===== config.mk =====
export PLATFORM = sky130hd
export DESIGN_NAME = instr_encoder
export DESIGN_NICKNAME = d
export VERILOG_FILES = /design/src/rtl/riscv_pkg.sv /design/src/rtl/instr_pack.sv /design/src/rtl/instr_encoder.sv
export SDC_FILE = /design/constraint.sdc
export NUM_CORES = 1
export LEC_CHECK = 0
export ABC_AREA = 1
export BUFFER_PORTS_ARGS = -buffer_cell sky130_fd_sc_hd__buf_2
export CORE_MARGIN = 4
export CORE_UTILIZATION = 28
export DETAILED_ROUTE_END_ITERATION = 7
export SYNTH_ARGS = -nofsm -noshare
export SYNTH_HDL_FRONTEND = slang
export SYNTH_SLANG_ARGS = --single-unit

===== constraint.sdc =====
create_clock -name clk -period 1.8 [get_ports clk]
set_input_delay 0.18 -clock clk [delete_from_list [all_inputs] [get_ports clk]]
set_output_delay 0.18 -clock clk [all_outputs]
set_load 0.1 [all_outputs]

===== src/rtl/riscv_pkg.sv =====
// riscv_pkg: shared RV64 encoding constants for the instruction encoder and
// the opcode decoder.
//   opcode constants, funct3/funct7 fields, command-kind encoding,
//   encoder FSM state type and a 12-bit immediate range helper.
package riscv_pkg;

  localparam logic [6:0] OP_RTYPE  = 7'b0110011;
  localparam logic [6:0] OP_ITYPE  = 7'b0010011;
  localparam logic [6:0] OP_LOAD   = 7'b0000011;
  localparam logic [6:0] OP_STORE  = 7'b0100011;
  localparam logic [6:0] OP_BRANCH = 7'b1100011;

  localparam logic [2:0] F3_ADD_SUB = 3'b000;
  localparam logic [2:0] F3_AND     = 3'b111;
  localparam logic [2:0] F3_OR      = 3'b110;
  localparam logic [2:0] F3_DOUBLE  = 3'b011;
  localparam logic [2:0] F3_BEQ     = 3'b000;

  localparam logic [6:0] F7_BASE = 7'b0000000;
  localparam logic [6:0] F7_SUB  = 7'b0100000;

  typedef enum logic [2:0] {
    KIND_ADD  = 3'd0,
    KIND_SUB  = 3'd1,
    KIND_AND  = 3'd2,
    KIND_OR   = 3'd3,
    KIND_ADDI = 3'd4,
    KIND_LD   = 3'd5,
    KIND_SD   = 3'd6,
    KIND_BEQ  = 3'd7
  } cmd_kind_e;

  typedef enum logic [1:0] {
    ST_IDLE  = 2'd0,
    ST_WRITE = 2'd1,
    ST_FULL  = 2'd2
  } enc_state_e;

  // A 13-bit signed value fits in 12 bits when its top two bits agree.
  function automatic logic fits_imm12(input logic [12:0] imm);
    return imm[12] == imm[11];
  endfunction

endpackage


===== src/rtl/instr_pack.sv =====
// instr_pack: combinational packer from a compact command to a 32-bit RV64 word.
//   kind            in  command kind (add/sub/and/or/addi/ld/sd/beq)
//   rd, rs1, rs2    in  register fields
//   imm             in  13-bit signed immediate (beq byte offset, others 12-bit)
//   word            out encoded instruction, unused fields zero
//   illegal         out immediate out of range or misaligned branch target
module instr_pack
  import riscv_pkg::*;
(
  input  cmd_kind_e   kind,
  input  logic [4:0]  rd,
  input  logic [4:0]  rs1,
  input  logic [4:0]  rs2,
  input  logic [12:0] imm,
  output logic [31:0] word,
  output logic        illegal
);

  always_comb begin
    word    = '0;
    illegal = 1'b0;
    case (kind)
      KIND_ADD:  word = {F7_BASE, rs2, rs1, F3_ADD_SUB, rd, OP_RTYPE};
      KIND_SUB:  word = {F7_SUB,  rs2, rs1, F3_ADD_SUB, rd, OP_RTYPE};
      KIND_AND:  word = {F7_BASE, rs2, rs1, F3_AND,     rd, OP_RTYPE};
      KIND_OR:   word = {F7_BASE, rs2, rs1, F3_OR,      rd, OP_RTYPE};
      KIND_ADDI: begin
        word    = {imm[11:0], rs1, F3_ADD_SUB, rd, OP_ITYPE};
        illegal = !fits_imm12(imm);
      end
      KIND_LD: begin
        word    = {imm[11:0], rs1, F3_DOUBLE, rd, OP_LOAD};
        illegal = !fits_imm12(imm);
      end
      KIND_SD: begin
        word    = {imm[11:5], rs2, rs1, F3_DOUBLE, imm[4:0], OP_STORE};
        illegal = !fits_imm12(imm);
      end
      KIND_BEQ: begin
        // B-type scatters the offset; bit 0 is implicit and must be zero.
        word    = {imm[12], imm[10:5], rs2, rs1, F3_BEQ, imm[4:1], imm[11], OP_BRANCH};
        illegal = imm[0];
      end
      default: ;
    endcase
  end

endmodule


===== src/rtl/instr_encoder.sv =====
// instr_encoder: accepts compact commands over valid/ready, encodes them and
// writes them to instruction memory at an auto-incrementing word address.
//   clk, rst        clock, async active-high reset
//   clear           restart loading at address 0
//   cmd_*           command handshake and fields
//   imem_we/addr/wdata  instruction-memory write port (addr/wdata hold)
//   err             one-cycle pulse on a rejected command
//   full            every word of imem written
//   count           words written since reset/clear (saturates at depth)
//
// state | meaning
// IDLE  | ready for a command
// WRITE | strobing the encoded word into imem
// FULL  | imem filled, commands held off until clear
module instr_encoder
  import riscv_pkg::*;
#(
  parameter int ADDR_W = 8
) (
  input  logic              clk,
  input  logic              rst,
  input  logic              clear,
  input  logic              cmd_valid,
  output logic              cmd_ready,
  input  logic [2:0]        cmd_kind,
  input  logic [4:0]        cmd_rd,
  input  logic [4:0]        cmd_rs1,
  input  logic [4:0]        cmd_rs2,
  input  logic [12:0]       cmd_imm,
  output logic              imem_we,
  output logic [ADDR_W-1:0] imem_addr,
  output logic [31:0]       imem_wdata,
  output logic              err,
  output logic              full,
  output logic [ADDR_W:0]   count
);

  enc_state_e        state_q, state_d;
  logic [ADDR_W-1:0] ptr_q;
  logic [31:0]       word;
  logic              illegal;
  logic              xfer;

  instr_pack u_pack (
    .kind    (cmd_kind_e'(cmd_kind)),
    .rd      (cmd_rd),
    .rs1     (cmd_rs1),
    .rs2     (cmd_rs2),
    .imm     (cmd_imm),
    .word    (word),
    .illegal (illegal)
  );

  assign xfer = cmd_valid && cmd_ready;

  always_ff @(posedge clk or posedge rst) begin
    if (rst) state_q <= ST_IDLE;
    else     state_q <= state_d;
  end

  always_comb begin
    state_d = state_q;
    case (state_q)
      ST_IDLE:  if (!clear && xfer && !illegal) state_d = ST_WRITE;
      ST_WRITE: state_d = (!clear && ptr_q == '1) ? ST_FULL : ST_IDLE;
      ST_FULL:  if (clear) state_d = ST_IDLE;
      default:  state_d = ST_IDLE;
    endcase
  end

  // rst gates ready so nothing can be accepted while reset is held.
  always_comb begin
    cmd_ready = (state_q == ST_IDLE) && !clear && !rst;
    imem_we   = (state_q == ST_WRITE);
    full      = (state_q == ST_FULL);
  end

  always_ff @(posedge clk or posedge rst) begin
    if (rst) begin
      ptr_q      <= '0;
      count      <= '0;
      imem_addr  <= '0;
      imem_wdata <= '0;
      err        <= 1'b0;
    end else begin
      err <= xfer && illegal;
      if (xfer && !illegal) begin
        imem_addr  <= ptr_q;
        imem_wdata <= word;
      end
      // A clear during WRITE lets the strobe finish but wins over the increment.
      if (clear) begin
        ptr_q <= '0;
        count <= '0;
      end else if (state_q == ST_WRITE) begin
        ptr_q <= ptr_q + 1'b1;
        count <= count + 1'b1;
      end
    end
  end

endmodule


==> results of run 1 <==
-- cells in the mapped netlist --
| cell type | instances |
|---|---|
| sky130_fd_sc_hd__a21oi_1 | 7 |
| sky130_fd_sc_hd__a31oi_1 | 1 |
| sky130_fd_sc_hd__and3_1 | 1 |
| sky130_fd_sc_hd__buf_2 | 3 |
| sky130_fd_sc_hd__buf_4 | 7 |
| sky130_fd_sc_hd__clkbuf_1 | 3 |
| sky130_fd_sc_hd__conb_1 | 1 |
| sky130_fd_sc_hd__dfrtp_1 | 57 |
| sky130_fd_sc_hd__ha_1 | 2 |
| sky130_fd_sc_hd__inv_1 | 35 |
| sky130_fd_sc_hd__inv_2 | 1 |
| sky130_fd_sc_hd__nand2_1 | 182 |
| sky130_fd_sc_hd__nand2_2 | 3 |
| sky130_fd_sc_hd__nand3_1 | 19 |
| sky130_fd_sc_hd__nand3_2 | 1 |
| sky130_fd_sc_hd__nand3b_1 | 1 |
| sky130_fd_sc_hd__nand4_1 | 5 |
| sky130_fd_sc_hd__nor2_1 | 22 |
| sky130_fd_sc_hd__nor2_2 | 1 |
| sky130_fd_sc_hd__nor2_4 | 2 |
| sky130_fd_sc_hd__nor2_8 | 1 |
| sky130_fd_sc_hd__nor3_1 | 2 |
| sky130_fd_sc_hd__o21a_1 | 1 |
| sky130_fd_sc_hd__o21ai_0 | 9 |
| sky130_fd_sc_hd__o21bai_1 | 1 |
| sky130_fd_sc_hd__o31ai_1 | 1 |
| sky130_fd_sc_hd__xor2_1 | 1 |
-- worst paths after layout --
| kind | slack (ps) | endpoint |
|---|---|---|
| max in group asynchronous | 930 | count[0] |
| setup reg to reg | 290 | imem_wdata[21] |
| hold reg to reg | 470 | imem_wdata[21] |
| hold / removal | 40 | imem_wdata[15] |
| min in group asynchronous | 470 | count[8] |
| setup / recovery | 140 | imem_we |
-- per-stage QoR --
stage | setup WS (ps) | cells
2_1_floorplan | -166 | 371
3_3_place_gp | 339 | 583
3_5_place_dp | 264 | 583
4_1_cts | 53.7 | 600
5_1_grt | 14.0 | 600
6_report | 141 | 600
-- placed cells by master (no fill, tap or decap) --
cell type and n:
sky130_fd_sc_hd__nand2_1 182, sky130_fd_sc_hd__buf_2 84, sky130_fd_sc_hd__dfrtp_1 55, sky130_fd_sc_hd__inv_1 34, sky130_fd_sc_hd__nor2_1 22, sky130_fd_sc_hd__nand3_1 19, sky130_fd_sc_hd__clkbuf_8 11, sky130_fd_sc_hd__o21ai_0 9
sky130_fd_sc_hd__a21oi_1 7, sky130_fd_sc_hd__buf_4 7, sky130_fd_sc_hd__nand4_1 5, sky130_fd_sc_hd__nand2_2 3, sky130_fd_sc_hd__clkinv_2 3, sky130_fd_sc_hd__nor2_4 2, sky130_fd_sc_hd__inv_2 2, sky130_fd_sc_hd__nor3_1 2
sky130_fd_sc_hd__ha_1 2, sky130_fd_sc_hd__conb_1 2, sky130_fd_sc_hd__dfrtp_2 2, sky130_fd_sc_hd__a31oi_1 1, sky130_fd_sc_hd__nor2_2 1, sky130_fd_sc_hd__nor2_8 1, sky130_fd_sc_hd__nand3_2 1, sky130_fd_sc_hd__nand3b_1 1
sky130_fd_sc_hd__o21a_1 1, sky130_fd_sc_hd__and3_1 1, sky130_fd_sc_hd__o31ai_1 1, sky130_fd_sc_hd__o21bai_1 1, sky130_fd_sc_hd__xor2_1 1, sky130_fd_sc_hd__bufinv_16 1, sky130_fd_sc_hd__clkinv_4 1, sky130_fd_sc_hd__dlygate4sd3_1 1
sky130_fd_sc_hd__clkbuf_4 1
-- cell type report --
cell class	instances	area share
sequential	57	0.400
multi-input combinational	265	0.320
timing repair buffer	93	0.137
tap	133	0.0466
clock buffer	11	0.0424
inverter	36	0.0379
clock inverter	5	0.0151
-- cell families (layout without fill, tap and decap cells) --
logic type	after synthesis	in the layout	synth area share
AND/OR/NAND/NOR	240	240	0.357
buffers and inverters	49	145	0.0770
AO/OA/AOI/OAI	20	20	0.0392
other	1	2	0.00135
XOR/XNOR	1	1	0.00315
flip-flops	57	57	0.513
adder cells (fa/ha/maj)	2	2	0.00900
-- worst max-delay path, cell delays in order (launching register included) --
cell	delay (ps)
sky130_fd_sc_hd__dfrtp_1	390
sky130_fd_sc_hd__inv_1	70
sky130_fd_sc_hd__nor2_2	210
sky130_fd_sc_hd__buf_2	480
-- sequential cells by signal (all words and copies together) (netlist names) --
register	flops
count	9
err	1
imem_addr	8
imem_wdata	29
ptr_q	8
state_q	2
-- what timing repair did --
item	CTS	global route
endpoints found under the hold margin	57	0
hold buffers	1	0
resized for setup	0	1
endpoints found under the setup margin	0	1
-- layer usage --
metal  routed length, um  share of wire  track usage  vias to the layer above
li1                    -              -            -                     1310
met1                3390           0.46        0.175                     1180
met2                3250           0.44        0.205                       79
met3                 594          0.081       0.0438                       12
met4                  92          0.013       0.0469                        0
met5                   0              0            0                        -
-- power by group through the flow --
| stage | Sequential (mW) | Clock [mW] | Combinational, mW |
|---|---|---|---|
| 3_5_place_dp | 1.52 | 0 | 1.49 |
| 4_1_cts | 1.49 | 1.26 | 1.50 |
| 5_1_grt | 1.51 | 1.33 | 1.57 |
| 6_report | 1.49 | 1.21 | 1.49 |
| 2_1_floorplan | 2.47 | 0 | 0.263 |
| 3_3_place_gp | 1.51 | 0 | 1.49 |
==> run summary, run 1 <==
Hold/Removal Path Class = in2reg
Internal power component = 2.34 mW
Port bufs = 85
Post-Route Skew = 10.7 ps
FF+latch area = 0.00143 mm2
Wire length of the first global-routing pass = 12200 um
Maximum number of pins on one net before global-route repair = 37
Leakage = 2.07 nW
Average wire per standard cell = 12.2 um
Top cells by area in the synthesized netlist = sky130_fd_sc_hd__dfrtp_1, sky130_fd_sc_hd__nand2_1, sky130_fd_sc_hd__inv_1
Layout overhead on the synthesized area = 28.4%
Floorplan die height = 108 um
Worst setup path startpoint = state_q[0]
Arrival @ worst endpoint = 1480 ps
Data required time at the worst endpoint = 1620 ps
Number of CTS-inserted buffers = 9
Clock-pin transition on the worst setup and hold timing paths = 70 ps
Areal power density over the cells = 1170 mW/mm2
Clock tree from TritonCTS = done
Starting Density = 0.286
Maximum net fanout on the critical path = 5
Synthesized area per cell = 7.51 um2
Dominant cell type by area after synthesis = sky130_fd_sc_hd__dfrtp_1
FF+latch count, synth = 57
Number of global-route vias before repair = 2531
Antenna violations before repair = 0
Max Cap Violations = 0
Aggregate routed wire length = 7330 um
Final critical-path share of the clock period = 0.921
NetSw = 1.85 mW
Largest buffer count on any clock path = 2
Number of nets still failing antenna checks after routing = 0
Hold Vio Cnt, Final = 0
DP HPWL = 5480 um
Insertion delay of the later-clocked pin in the worst-skew pair = 330 ps
Final Util = 0.367
Post-layout nets = 499
Time the worst path needs with I/O delays and setup = 1660 ps
Total via count after detailed routing = 2581
Highest clock rate = 603 MHz
Number of iterations in the first detailed-routing pass = 4
Type of element launching the critical path = flip-flop
Area fraction of the dominant cell type after synthesis = 0.513
Share of the yosys chip area belonging to registers = 0.513
Setup Fix Bufs, Post-CTS = 0
I/O pin cnt = 88
Filler Cells Inserted = 1047
Number of vias per cell = 4.30
Count of endpoints failing setup in the final report = 0
Placement Cell Area = 0.00335 mm2
Proportion of power drawn by combinational gates = 0.355
Classification of the worst setup path = reg2out
Total design power = 4.19 mW
Worst reg2reg path startpoint = state_q[1]
Remaining global-route overflow = 0
Clock share of power = 0.289
Yosys warning count = 0
Highest ir drop seen on vdd = 0.000423 V
Switching part of the total power = 0.443
Mapped Area = 0.00278 mm2
Global placer's final weighted congestion = 0.836
Crit. End Element = output port
Layout cell share with drive strength beyond 1 = 0.257
Number of remaining DRC errors = 0
H-tree levels = 3
Number of sinks driven by the clock tree = 57
Hold path cells = 3
GRT Overall Usage = 0.133
Worst hold path startpoint = cmd_rs1[0]
Overall die width = 108 um
Clock root cell = sky130_fd_sc_hd__clkbuf_8
Footprint of the multi-input gates = 0.00114 mm2
Fin Hold WS = 37.9 ps
Final-layout setup total negative slack = 0 ps
RSZ-0062 raised after global routing = no
Post-Layout Inst Area = 0.00357 mm2
Initial drt markers = 122
Placeable core region = 0.00973 mm2
Max-slew violations = 0
Sequential share of power = 0.355
Overall die area = 0.0116 mm2
Synthesized instance count = 370
Depth of the most critical reg-to-reg path = 7
Antenna Diode Count = 0
Row Count = 36
Run status = complete, no violations
Unique masters post-synth = 27
Note: power is estimated with default switching activity, not from simulation.
==> run 2, diff against run 1 <==
--- a/config.mk
+++ b/config.mk
@@ -7,9 +7,12 @@
 export LEC_CHECK = 0
 export ABC_AREA = 1
 export BUFFER_PORTS_ARGS = -buffer_cell sky130_fd_sc_hd__buf_2
+export CELL_PAD_IN_SITES_DETAIL_PLACEMENT = 1
+export CELL_PAD_IN_SITES_GLOBAL_PLACEMENT = 1
 export CORE_MARGIN = 4
 export CORE_UTILIZATION = 28
 export DETAILED_ROUTE_END_ITERATION = 7
+export PLACE_DENSITY_LB_ADDON = 0.1
 export SYNTH_ARGS = -nofsm -noshare
 export SYNTH_HDL_FRONTEND = slang
 export SYNTH_SLANG_ARGS = --single-unit
==> run 2 against run 1 <==
Net effect:
- clock power is 8% lower
- first-iteration DRC count is 22% lower
- sequential power hardly changed
- utilization stayed put
- worst setup slack worse by 27 ps
- sequential cell count stayed put
- die area stayed put
- hold slack worse by 9.7 ps
==> run summary, run 2 (synthesis results as in run 1) <==
Most common cell after layout, fill and taps aside = sky130_fd_sc_hd__nand2_1
Count of endpoints failing setup in the final report = 0
Clock-pin transition on the worst setup and hold timing paths = 70 ps
Worst-Margin Slew = 529 ps
Total design power = 4.10 mW
Run status = complete, no violations
Number of CTS-inserted buffers = 9
Average wire per standard cell = 14.0 um
Type of element launching the critical path = flip-flop
Number of flip-flops in the largest register = 29
FF+latch area = 0.00143 mm2
Switching part of the total power = 0.463
Data required time at the worst endpoint = 1620 ps
Number of iterations in the first detailed-routing pass = 4
Placeable core region = 0.00973 mm2
Filler Cells Inserted = 1270
H-tree levels = 3
Largest regs = imem_wdata (29), count (9)
Max-slew violations = 0
Maximum net fanout on the critical path = 4
Highest-count cells in the layout ignoring fill and taps = sky130_fd_sc_hd__nand2_1, sky130_fd_sc_hd__buf_2, sky130_fd_sc_hd__dfrtp_1, sky130_fd_sc_hd__inv_1, sky130_fd_sc_hd__nor2_1
Footprint of the multi-input gates = 0.00115 mm2
Arrival @ worst endpoint = 1510 ps
Classification of the worst setup path = reg2out
Final Util = 0.367
Initial drt markers = 95
Worst setup timing slack at the placement stage = 202 ps
Max incr delay on CP = 480 ps
Series of cell instances along the critical path = inv_1, nor2_2, buf_2
Worst-path cell with the longest stage delay = sky130_fd_sc_hd__buf_2
Max Cap Violations = 0
Antenna violations before repair = 0
Hold Vio Cnt, Final = 0
Overall die area = 0.0116 mm2
Port bufs = 85
Filler-free cell count of the finished design = 602
Worst max-slew margin expressed relative to the limit = 0.646
Final-layout setup total negative slack = 0 ps
Insertion delay of the later-clocked pin in the worst-skew pair = 350 ps
RSZ-0062 raised after global routing = no
Remaining global-route overflow = 0
Global placer's final weighted congestion = 0.773
Final setup margin = 115 ps
I/O pin cnt = 88
Layout overhead on the synthesized area = 28.4%
Largest Register = imem_wdata
Largest buffer count on any clock path = 2
Maximum number of pins on one net before global-route repair = 37
Final critical-path share of the clock period = 0.936
Floorplan die height = 108 um
Post-layout nets = 501
Number of nets still failing antenna checks after routing = 0
Overall die width = 108 um
Antenna Diode Count = 0
Number of sinks driven by the clock tree = 57
Number of vias per cell = 4.42
Number of remaining DRC errors = 0
Count of placed standard cells including taps = 584
Highest ir drop seen on vdd = 0.000372 V
Time the worst path needs with I/O delays and setup = 1690 ps
Row Count = 36
GRT Overall Usage = 0.152
Post-Route Skew = 9.18 ps
Crit. End Element = output port
Proportion of power drawn by combinational gates = 0.367
Clock root cell = sky130_fd_sc_hd__clkbuf_8
Leakage = 2.06 nW
Areal power density over the cells = 1150 mW/mm2
Hold/Removal Path Class = in2reg
Clock tree from TritonCTS = done
Total via count after detailed routing = 2660
Sequential share of power = 0.362
Highest clock rate = 593 MHz
Layout cell share with drive strength beyond 1 = 0.256
Internal power component = 2.20 mW
Starting Density = 0.286
Wire length of the first global-routing pass = 13600 um
Setup Fix Bufs, Post-CTS = 0
NetSw = 1.90 mW
DP HPWL = 6170 um
Number of global-route vias before repair = 2812
Clock share of power = 0.271
Aggregate routed wire length = 8450 um
==> run 2: what timing repair did <==
item	CTS	global route
hold endpoints to repair	11	0
setup endpoints to repair	0	3
hold buffers	1	0
resized for setup	0	1
==> run 2: area by class of cell <==
type                            instances  area share
Sequential cell                        57       0.400
Multi-Input combinational cell        266       0.324
Timing Repair Buffer                   94       0.143
Tap cell                              133      0.0466
Clock buffer                           13      0.0445
Inverter                               36      0.0379
Clock inverter                          3     0.00421
==> run 2: routing by layer <==
metal	global-route usage	routed length [um]	vias up
met5	0	0	-
met4	0.0694	156	0
met3	0.0396	432	11
met2	0.244	3960	68
met1	0.191	3910	1264
li1	-	-	1317
==> run 2: worst paths after layout <==
check | start | endpoint | slack (ps) | cells after the start
worst max-delay path | state_q[0] | imem_we | 110 | 3
worst min-delay path | cmd_rs1[1] | imem_wdata[16] | 30 | 3
worst max register to register | state_q[0] | imem_addr[2] | 280 | 7
worst min register to register | imem_wdata[14] | imem_wdata[14] | 470 | 2
max in group asynchronous | rst | imem_wdata[6] | 960 | 4
min in group asynchronous | rst | ptr_q[0] | 360 | 3
==> run 2: critical path: cells and delay by family (launching register included) <==
kind	cells	cell delay, ps
buffers and inverters	2	540
DFF	1	390
and+or+nand+nor	1	220
==> run 2: power by group through the flow <==
stage               sequential, mW  combinational (mW)  clock (mW)
floorplan                     2.47               0.263           0
global placement              1.51                1.50           0
detailed placement            1.51                1.51           0
CTS                           1.49                1.52        1.15
global route                  1.50                1.57        1.22
finish                        1.49                1.50        1.11
==> run 2: per-stage QoR <==
| step | hold WS, ps | area [um2] |
|---|---|---|
| after floorplan | 246 | 2790 |
| after global placement | 197 | 3370 |
| after detailed placement | 195 | 3370 |
| after CTS | 11.3 | 3560 |
| after global routing | 20.7 | 3570 |
| final | 28.2 | 3570 |
